<file path="src/rtl/if_ctrl_if.sv">
// Fetch-stage control bundle between decode/fetch logic and the if_ctrl sequencer.
// master: the controller (takes requests, drives fetch controls).
// slave: the pipeline side (issues requests, consumes fetch controls).
interface if_ctrl_if;
   logic       br8_take;
   logic       br11_take;
   logic       jr_req;
   logic       haz_ldu;
   logic       imem_ready;
   logic       halt_req;
   logic [1:0] pc_sel;
   logic       jr_sel;
   logic       pc_we;
   logic       ifid_we;
   logic       ifid_flush;
   logic       idex_bubble;
   logic       halted;

   modport master (
      input  br8_take, br11_take, jr_req, haz_ldu, imem_ready, halt_req,
      output pc_sel, jr_sel, pc_we, ifid_we, ifid_flush, idex_bubble, halted
   );

   modport slave (
      output br8_take, br11_take, jr_req, haz_ldu, imem_ready, halt_req,
      input  pc_sel, jr_sel, pc_we, ifid_we, ifid_flush, idex_bubble, halted
   );
endinterface

</file>
<file path="src/rtl/if_ctrl.sv">
// Instruction-fetch sequencing controller for the 16-bit pipeline.
// Optional statistics counters are enabled by defining IF_CTRL_STATS_EN.
module if_ctrl #(
   parameter int unsigned LDUSE_CYCLES = 1,
   parameter int unsigned JR_LAT       = 2,
   parameter int unsigned CNT_W        = 16
) (
   input  logic             clk,
   input  logic             rst,
`ifdef IF_CTRL_STATS_EN
   output logic [CNT_W-1:0] stat_stall,
   output logic [CNT_W-1:0] stat_flush,
   output logic [CNT_W-1:0] stat_redirect,
`endif
   if_ctrl_if.master        bus
);

   typedef enum logic [2:0] {StRun, StLdStall, StJrWait, StMemWait, StHalt} state_e;

   // Pending redirect uses the pc_sel encoding: 0 none, 1 jmp8, 2 jmp11.
   // A register jump is never parked; it always goes straight to JRWAIT.
   state_e     state_q, state_d;
   logic [2:0] cnt_q, cnt_d;
   logic [1:0] pend_q, pend_d;
   logic [1:0] req_sel;
   logic [1:0] eff_sel;
   logic       jr_v;

   // Decode redirect requests; ignored while a load-use hazard is flagged
   always_comb begin
      req_sel = 2'd0;
      if (!bus.haz_ldu) begin
         if (bus.br11_take) begin
            req_sel = 2'd2;
         end else if (bus.br8_take) begin
            req_sel = 2'd1;
         end
      end
      jr_v    = bus.jr_req && !bus.haz_ldu;
      eff_sel = (req_sel > pend_q) ? req_sel : pend_q;
   end

   // State, counter and pending-redirect registers
   always_ff @(posedge clk) begin
      if (rst) begin
         state_q <= StRun;
         cnt_q   <= 3'd0;
         pend_q  <= 2'd0;
      end else begin
         state_q <= state_d;
         cnt_q   <= cnt_d;
         pend_q  <= pend_d;
      end
   end

   // Next-state and combinational fetch controls
   always_comb begin
      state_d         = state_q;
      cnt_d           = cnt_q;
      pend_d          = pend_q;
      bus.pc_sel      = 2'd0;
      bus.jr_sel      = 1'b0;
      bus.pc_we       = 1'b0;
      bus.ifid_we     = 1'b0;
      bus.ifid_flush  = 1'b0;
      bus.idex_bubble = 1'b0;
      bus.halted      = 1'b0;

      unique case (state_q)
         StRun: begin
            if (bus.halt_req) begin
               bus.ifid_flush = 1'b1;
               state_d        = StHalt;
            end else if (bus.haz_ldu) begin
               bus.idex_bubble = 1'b1;
               cnt_d           = 3'(LDUSE_CYCLES - 1);
               state_d         = (LDUSE_CYCLES == 1) ? StRun : StLdStall;
            end else if (jr_v) begin
               bus.ifid_flush = 1'b1;
               cnt_d          = 3'(JR_LAT - 1);
               state_d        = StJrWait;
            end else if (req_sel != 2'd0) begin
               bus.ifid_flush = 1'b1;
               if (bus.imem_ready) begin
                  bus.pc_sel = req_sel;
                  bus.pc_we  = 1'b1;
               end else begin
                  pend_d  = req_sel;
                  state_d = StMemWait;
               end
            end else if (bus.imem_ready) begin
               bus.pc_we   = 1'b1;
               bus.ifid_we = 1'b1;
            end else begin
               bus.ifid_flush = 1'b1;
               pend_d         = 2'd0;
               state_d        = StMemWait;
            end
         end

         StLdStall: begin
            bus.idex_bubble = 1'b1;
            cnt_d           = cnt_q - 3'd1;
            if (cnt_q <= 3'd1) begin
               state_d = StRun;
            end
            if (bus.halt_req) begin
               state_d = StHalt;
            end
         end

         StJrWait: begin
            bus.ifid_flush = 1'b1;
            if (cnt_q == 3'd0) begin
               bus.jr_sel = 1'b1;
               bus.pc_we  = 1'b1;
               state_d    = StRun;
            end else begin
               cnt_d = cnt_q - 3'd1;
            end
            if (bus.halt_req) begin
               state_d = StHalt;
            end
         end

         StMemWait: begin
            if (jr_v) begin
               // jmpr does not depend on imem, so resolve it without waiting
               bus.ifid_flush = 1'b1;
               pend_d         = 2'd0;
               cnt_d          = 3'(JR_LAT - 1);
               state_d        = StJrWait;
            end else if (!bus.imem_ready) begin
               bus.ifid_flush = 1'b1;
               pend_d         = eff_sel;
            end else if (eff_sel != 2'd0) begin
               bus.pc_sel     = eff_sel;
               bus.pc_we      = 1'b1;
               bus.ifid_flush = 1'b1;
               pend_d         = 2'd0;
               state_d        = StRun;
            end else begin
               bus.pc_we   = 1'b1;
               bus.ifid_we = 1'b1;
               state_d     = StRun;
            end
            if (bus.halt_req) begin
               state_d = StHalt;
            end
         end

         StHalt: begin
            bus.ifid_flush = 1'b1;
            bus.halted     = 1'b1;
         end

         default: begin
            state_d = StRun;
         end
      endcase

      // Reset holds the front end quiet with bubbles in both stage registers
      if (rst) begin
         bus.pc_sel      = 2'd0;
         bus.jr_sel      = 1'b0;
         bus.pc_we       = 1'b0;
         bus.ifid_we     = 1'b0;
         bus.ifid_flush  = 1'b1;
         bus.idex_bubble = 1'b1;
         bus.halted      = 1'b0;
      end
   end

`ifdef IF_CTRL_STATS_EN
   localparam logic [CNT_W-1:0] CntMax = '1;

   logic not_halt;
   logic redirect_applied;

   assign not_halt         = (state_q != StHalt);
   assign redirect_applied = bus.pc_we && ((bus.pc_sel != 2'd0) || bus.jr_sel);

   // Saturating statistics counters
   always_ff @(posedge clk) begin
      if (rst) begin
         stat_stall    <= '0;
         stat_flush    <= '0;
         stat_redirect <= '0;
      end else begin
         if (not_halt && !bus.pc_we && (stat_stall != CntMax)) begin
            stat_stall <= stat_stall + 1'b1;
         end
         if (not_halt && bus.ifid_flush && (stat_flush != CntMax)) begin
            stat_flush <= stat_flush + 1'b1;
         end
         if (redirect_applied && (stat_redirect != CntMax)) begin
            stat_redirect <= stat_redirect + 1'b1;
         end
      end
   end
`endif

endmodule

</file>
<file path="src/flat_wrapper.sv">
// flat-port wrapper written by rule: the top's interface ports become plain ports
module if_ctrl_flat 
#(
   parameter int unsigned LDUSE_CYCLES = 1,
   parameter int unsigned JR_LAT       = 2,
   parameter int unsigned CNT_W        = 16
)
  (clk, rst, bus_br8_take, bus_br11_take, bus_jr_req, bus_haz_ldu, bus_imem_ready, bus_halt_req, bus_pc_sel, bus_jr_sel, bus_pc_we, bus_ifid_we, bus_ifid_flush, bus_idex_bubble, bus_halted);
  if_ctrl_if bus_i ();
  input  logic clk;
  input  logic rst;
  input wire logic [$bits(bus_i.br8_take)-1:0] bus_br8_take;
  input wire logic [$bits(bus_i.br11_take)-1:0] bus_br11_take;
  input wire logic [$bits(bus_i.jr_req)-1:0] bus_jr_req;
  input wire logic [$bits(bus_i.haz_ldu)-1:0] bus_haz_ldu;
  input wire logic [$bits(bus_i.imem_ready)-1:0] bus_imem_ready;
  input wire logic [$bits(bus_i.halt_req)-1:0] bus_halt_req;
  output wire logic [$bits(bus_i.pc_sel)-1:0] bus_pc_sel;
  output wire logic [$bits(bus_i.jr_sel)-1:0] bus_jr_sel;
  output wire logic [$bits(bus_i.pc_we)-1:0] bus_pc_we;
  output wire logic [$bits(bus_i.ifid_we)-1:0] bus_ifid_we;
  output wire logic [$bits(bus_i.ifid_flush)-1:0] bus_ifid_flush;
  output wire logic [$bits(bus_i.idex_bubble)-1:0] bus_idex_bubble;
  output wire logic [$bits(bus_i.halted)-1:0] bus_halted;
  assign bus_i.br8_take = bus_br8_take;
  assign bus_i.br11_take = bus_br11_take;
  assign bus_i.jr_req = bus_jr_req;
  assign bus_i.haz_ldu = bus_haz_ldu;
  assign bus_i.imem_ready = bus_imem_ready;
  assign bus_i.halt_req = bus_halt_req;
  assign bus_pc_sel = bus_i.pc_sel;
  assign bus_jr_sel = bus_i.jr_sel;
  assign bus_pc_we = bus_i.pc_we;
  assign bus_ifid_we = bus_i.ifid_we;
  assign bus_ifid_flush = bus_i.ifid_flush;
  assign bus_idex_bubble = bus_i.idex_bubble;
  assign bus_halted = bus_i.halted;
  if_ctrl #(.LDUSE_CYCLES(LDUSE_CYCLES), .JR_LAT(JR_LAT), .CNT_W(CNT_W)) u_core (.clk(clk), .rst(rst), .bus(bus_i));
endmodule
</file>
<file path="config.mk">
export PLATFORM = sky130hd
export DESIGN_NAME = if_ctrl_flat
export DESIGN_NICKNAME = d
export VERILOG_FILES = /design/src/rtl/if_ctrl_if.sv /design/src/rtl/if_ctrl.sv /design/src/flat_wrapper.sv
export SDC_FILE = /design/constraint.sdc
export NUM_CORES = 1
export LEC_CHECK = 0
export CAP_MARGIN = 20
export CORE_UTILIZATION = 40
export DETAILED_ROUTE_END_ITERATION = 8
export GPL_ROUTABILITY_DRIVEN = 0
export SLEW_MARGIN = 30
export SYNTH_ARGS = -nofsm -noshare
export SYNTH_HDL_FRONTEND = slang
export SYNTH_SLANG_ARGS = --single-unit
</file>
<file path="constraint.sdc">
create_clock -name clk -period 2.6 [get_ports clk]
set_clock_uncertainty 0.15 [all_clocks]
set_input_delay 0.26 -clock clk [delete_from_list [all_inputs] [get_ports clk]]
set_output_delay 0.26 -clock clk [all_outputs]
set_load 0.03 [all_outputs]
</file>
# == Word level (Yosys, flattened, before mapping) ==
# Cells that the tools add are included.
# totals
reg_bits,8
out_inout_bits,8
wordCells,108
# classes
addsub,1
magnitude_cmp,2
n_eq_ne,14
muxes,75
n_bitwise,1
reduce_logical,12
# op_table
operator,count
$mux 3,15
$mux 2,21
$mux 1,31
$pmux 3 s5,1
$pmux 3 s4,1
$ne 2x2->1 const B,5
$pmux 2 s2,2
$eq 3x2->1 const B,2
$logic_not 3->1,2
$ne 3x2->1 const B,2
$pmux 1 s3,2
$reduce_and 6->1,1
$reduce_bool 2->1,3
$ne 5x4->1 const B,1
$reduce_and 5->1,1
$ne 4x2->1 const B,1
$ne 4x3->1 const B,1
$pmux 1 s2,2
$reduce_bool 4->1,1
$eq 3x1->1 const B,1
$eq 3x3->1 const B,1
$le 3x1->1 const B,1
$reduce_and 3->1,1
$sub 3x1->3 const B,1
other kinds (5),5

# == Longest topological paths before layout ==
# depth
depth_word,11
mapped_depth,9

# == Worst setup path before layout ==
# No wires, ideal clock.
# synth_timing
kind,input to output
start,input port bus_haz_ldu
end,output port bus_pc_sel[0]
arrival_time_ns,2.295
slack_ns,-0.105
cell_stages,9
path_buffers,1
path_cell_list,buf_2 > nor3b_2 > inv_1 > ha_1 > o21bai_1 > nand2_1 > o22a_1 > o22a_1 > nor3_1
# synth_via
elab_chain_cells,9
word_cells_on_any_way,17
# synth_rtl
element,line,source
"start, declared",flat_wrapper.sv:15,input wire logic [$bits(bus_i.haz_ldu)-1:0] bus_haz_ldu;
$mux 2,if_ctrl.sv:32,if (!bus.haz_ldu) begin
$gt 2x2->1,if_ctrl.sv:40,eff_sel = (req_sel > pend_q) ? req_sel : pend_q;
$mux 2,if_ctrl.sv:40,
$reduce_bool 2->1,if_ctrl.sv:136,end else if (eff_sel != 2'd0) begin
$mux 2,if_ctrl.sv:136,
$mux 2,if_ctrl.sv:133,end else if (!bus.imem_ready) begin
$mux 2,if_ctrl.sv:127,if (jr_v) begin
$pmux 2 s2 (*),if_ctrl.sv:69,unique case (state_q)
$mux 2 (*),if_ctrl.sv:163,if (rst) begin
"end, declared",flat_wrapper.sv:18,output wire logic [$bits(bus_i.pc_sel)-1:0] bus_pc_sel;
# Every way passes the cells marked *; elsewhere a longest branch is shown, timed or not.

# == Final worst setup path ==
# layout_timing
start,input port bus_br8_take
end,output port bus_ifid_flush
# layout_via
elab_chain_cells,11
word_cells_on_any_way,16
# layout_rtl
element,line,source
"start, declared",flat_wrapper.sv:12,input wire logic [$bits(bus_i.br8_take)-1:0] bus_br8_take;
$mux 1 (*),if_ctrl.sv:35,end else if (bus.br8_take) begin
$mux 2 (*),if_ctrl.sv:33,if (bus.br11_take) begin
$mux 2 (*),if_ctrl.sv:32,
$gt 2x2->1,if_ctrl.sv:40,
$mux 2,if_ctrl.sv:40,
$reduce_bool 2->1,if_ctrl.sv:136,
$mux 1,if_ctrl.sv:136,
$mux 1,if_ctrl.sv:133,
$mux 1,if_ctrl.sv:127,
$pmux 1 s3 (*),if_ctrl.sv:69,
$mux 1 (*),if_ctrl.sv:163,
"end, declared",flat_wrapper.sv:22,output wire logic [$bits(bus_i.ifid_flush)-1:0] bus_ifid_flush;
# Marked as above.

==> flow_summary.toml <==
[route]
ant_nets = 0
viasPerCell = 5.69
drtPass1Iterations = 4
drt-initial-drc-count = 36
num_vias = 1053
drt_wl_total_um = 2760
drc = 0
wire_per_inst_um = 14.9

[floorplanning]
io_pins = 16
rows = 17
start_util_pct = 42.3
core_um2 = 2210
die_h_um = 50.4
die_w_um = 50.4
die_area_um2 = 2540

[sta]
slew_violations = 0
tightest_slew_ps = 368
relSlewSlack_pct = 75.4
finalHoldViolCount = 0
fmax_mhz = 401
fin_crit_sh_pct = 96.0
final-setup-viol-count = 0
setup_ws_ps = 104
post-route-min-period_ps = 2500
fin_setup_tns_ps = 0
fin_hold_ws_ps = 343

[finish]
layout.nets = 173
final_cells = 185
drive_gt1_share_pct = 34.4
antenna_cells = 0
syn2layout_area_growth_pct = 40.0
design_area_um2 = 1310
final_core_util_pct = 59.2

[critical_path]
crit_required_ps = 2190
critical-path-top-delay-family = "buffers and inverters"
crit_path_cell_trace = "dlygate4sd2_1 -> nor3b_4 -> inv_1 -> ha_4 -> nand2b_4 -> nand2_2 -> mux2i_2 -> a21oi_1 -> a2111o_1 -> buf_6"
rr_startpoint = "u_core.pend_q[1]$_SDFFE_PP0P_"
regToRegSetupSlack_ps = 510
worst_setup_path_end_kind = "output pin"
max_stage_delay_ps = 360
r2r_cells = 9
critPathKind = "primary input to output pin"
crit_path_top_delay_cell = "a2111o_1"
start_kind = "primary input"
arrival_ps = 2090
cp_max_fo = 2
r2r-end = "u_core.pend_q[1]$_SDFFE_PP0P_"
cp.buffers_inverters = 3

[placed_design]
dp_hpwl_um = 1990
placed_cell_area_um2 = 1210
port_buffers = 15
pre_cts_ws_ps = -626
place_inst = 176

[global_route]
grt_start_max_net_pins = 12
antenna_found_initial = 0
grt_use_total_pct = 24.1
grt_pass1_vias = 1000
grt_overflow = 0
grt_pass1_wl_um = 4590

[yosys]
synth_area_um2 = 936
yosys-top-cells-area = "dfxtp_1, ha_1, nand3_1"
yosys_warnings = 0
ys_seq_area_share_pct = 17.1
synth_edf_count = 0
syn_area_per_cell_um2 = 7.61
ys.flop_type = "dfxtp_1"
synth_cell_type_count = 47
synth_nets = 137
synth_commonest_cells = "inv_1, nor2_1, dfxtp_1, nand2_1, nand3_1"
postSynth.asyncResetShare_pct = 0
yosysTopAreaCell = "dfxtp_1"
synth_cells = 123
ys_ff_latch = 8
synth_top_area_share_pct = 17.1

[power_and_ir_drop]
power_uw = 408
p_per_area_nw_per_um2 = 311
peakVddDrop_v = 0.000304
p_leak_nw = 0.517

[clocking]
clk_pin_slew_ps = 50
cts_root_buffer = "clkbuf_4"
cts_sinks = 8
cts-buffers-inserted = 3
htreeDepth = 1
clk_latency_ps = 270
cts_tree = "built"
cts_buffer_depth = 2

[run]
cap_violations = 0

[worst_hold_path]
hold_start = "u_core.cnt_q[1]$_SDFFE_PP0P_"
holdPathEnd = "u_core.cnt_q[1]$_SDFFE_PP0P_"
hold_depth = 1
hold_path_class = "flop to flop"

[run_status]
status = "completed"
[area by class of cell]
class | instances | area, um^2
tap | 28 | 35.0
multi-input combinational | 94 | 722
clock buffer | 3 | 22.5
sequential | 8 | 160
fill | 208 | 902
timing repair buffer | 42 | 333
inverter | 10 | 37.5
[registers in the layout (all words and copies together), names as in the netlist]
register and cells:
u_core.cnt_q 3, u_core.state_q 3, u_core.pend_q 2
[logic make-up after synthesis]
logic type / synth area share (%)
and+or+nand+nor: 32.2
AOI/OAI and AO/OA: 27.5
buffers and inverters: 11.0
DFF: 17.1
adders and majority gates: 8.02
muxes: 3.21
xor gates and xnor gates: 0.936
[power breakdown]
group	internal (mW)	switching [mW]
Combinational	0.0825	0.0891
Sequential	0.128	0.00741
Clock	0.0531	0.0478
Total	0.263	0.144
[how the worst max path moves through the flow]
stage / start / end / slack, ps / cells after the start
3_5_place_dp: bus_haz_ldu / bus_ifid_flush / -630 / 9
3_3_place_gp: bus_haz_ldu / bus_ifid_flush / -560 / 9
5_1_grt: bus_br8_take / bus_ifid_flush / -9 / 10
6_report: bus_br8_take / bus_ifid_flush / 100 / 10
4_1_cts: bus_haz_ldu / bus_pc_sel[0] / 40 / 11
2_1_floorplan: bus_haz_ldu / bus_pc_sel[0] / 130 / 9
[repair_timing]
item                       4_1_cts  5_1_grt
cloned                           0        0
hold buffers                     0        0
resized for setup               12        9
pin swaps                        3        4
setup buffers                    6        0
setup endpoints to repair        3        3
[routing by layer]
metal  track usage, %  routed length [um]  up-vias  share of wire, %
li1                 -                   -      520                 -
met1             30.6                1260      509                46
met2             40.9                1390       20                51
met3             6.36                  92        4               3.3
met4             4.17                  14        0              0.51
met5                0                   0        -                 0
[placed cells by master, fill, tap and decap left out, drive strengths merged, types with 5 or more instances in the layout]
cell           synthesis  layout
a21oi                  7       7
buf                    7      32
clkbuf                 4       5
clkdlybuf4s50          0       7
dfxtp                  8       8
ha                     6       6
inv                   10      10
nand2                  8       8
nand3                  8       8
nor2                  10      10
nor3                   7       7
o21ai                  5       5
Power figures use the tool's default switching activity.
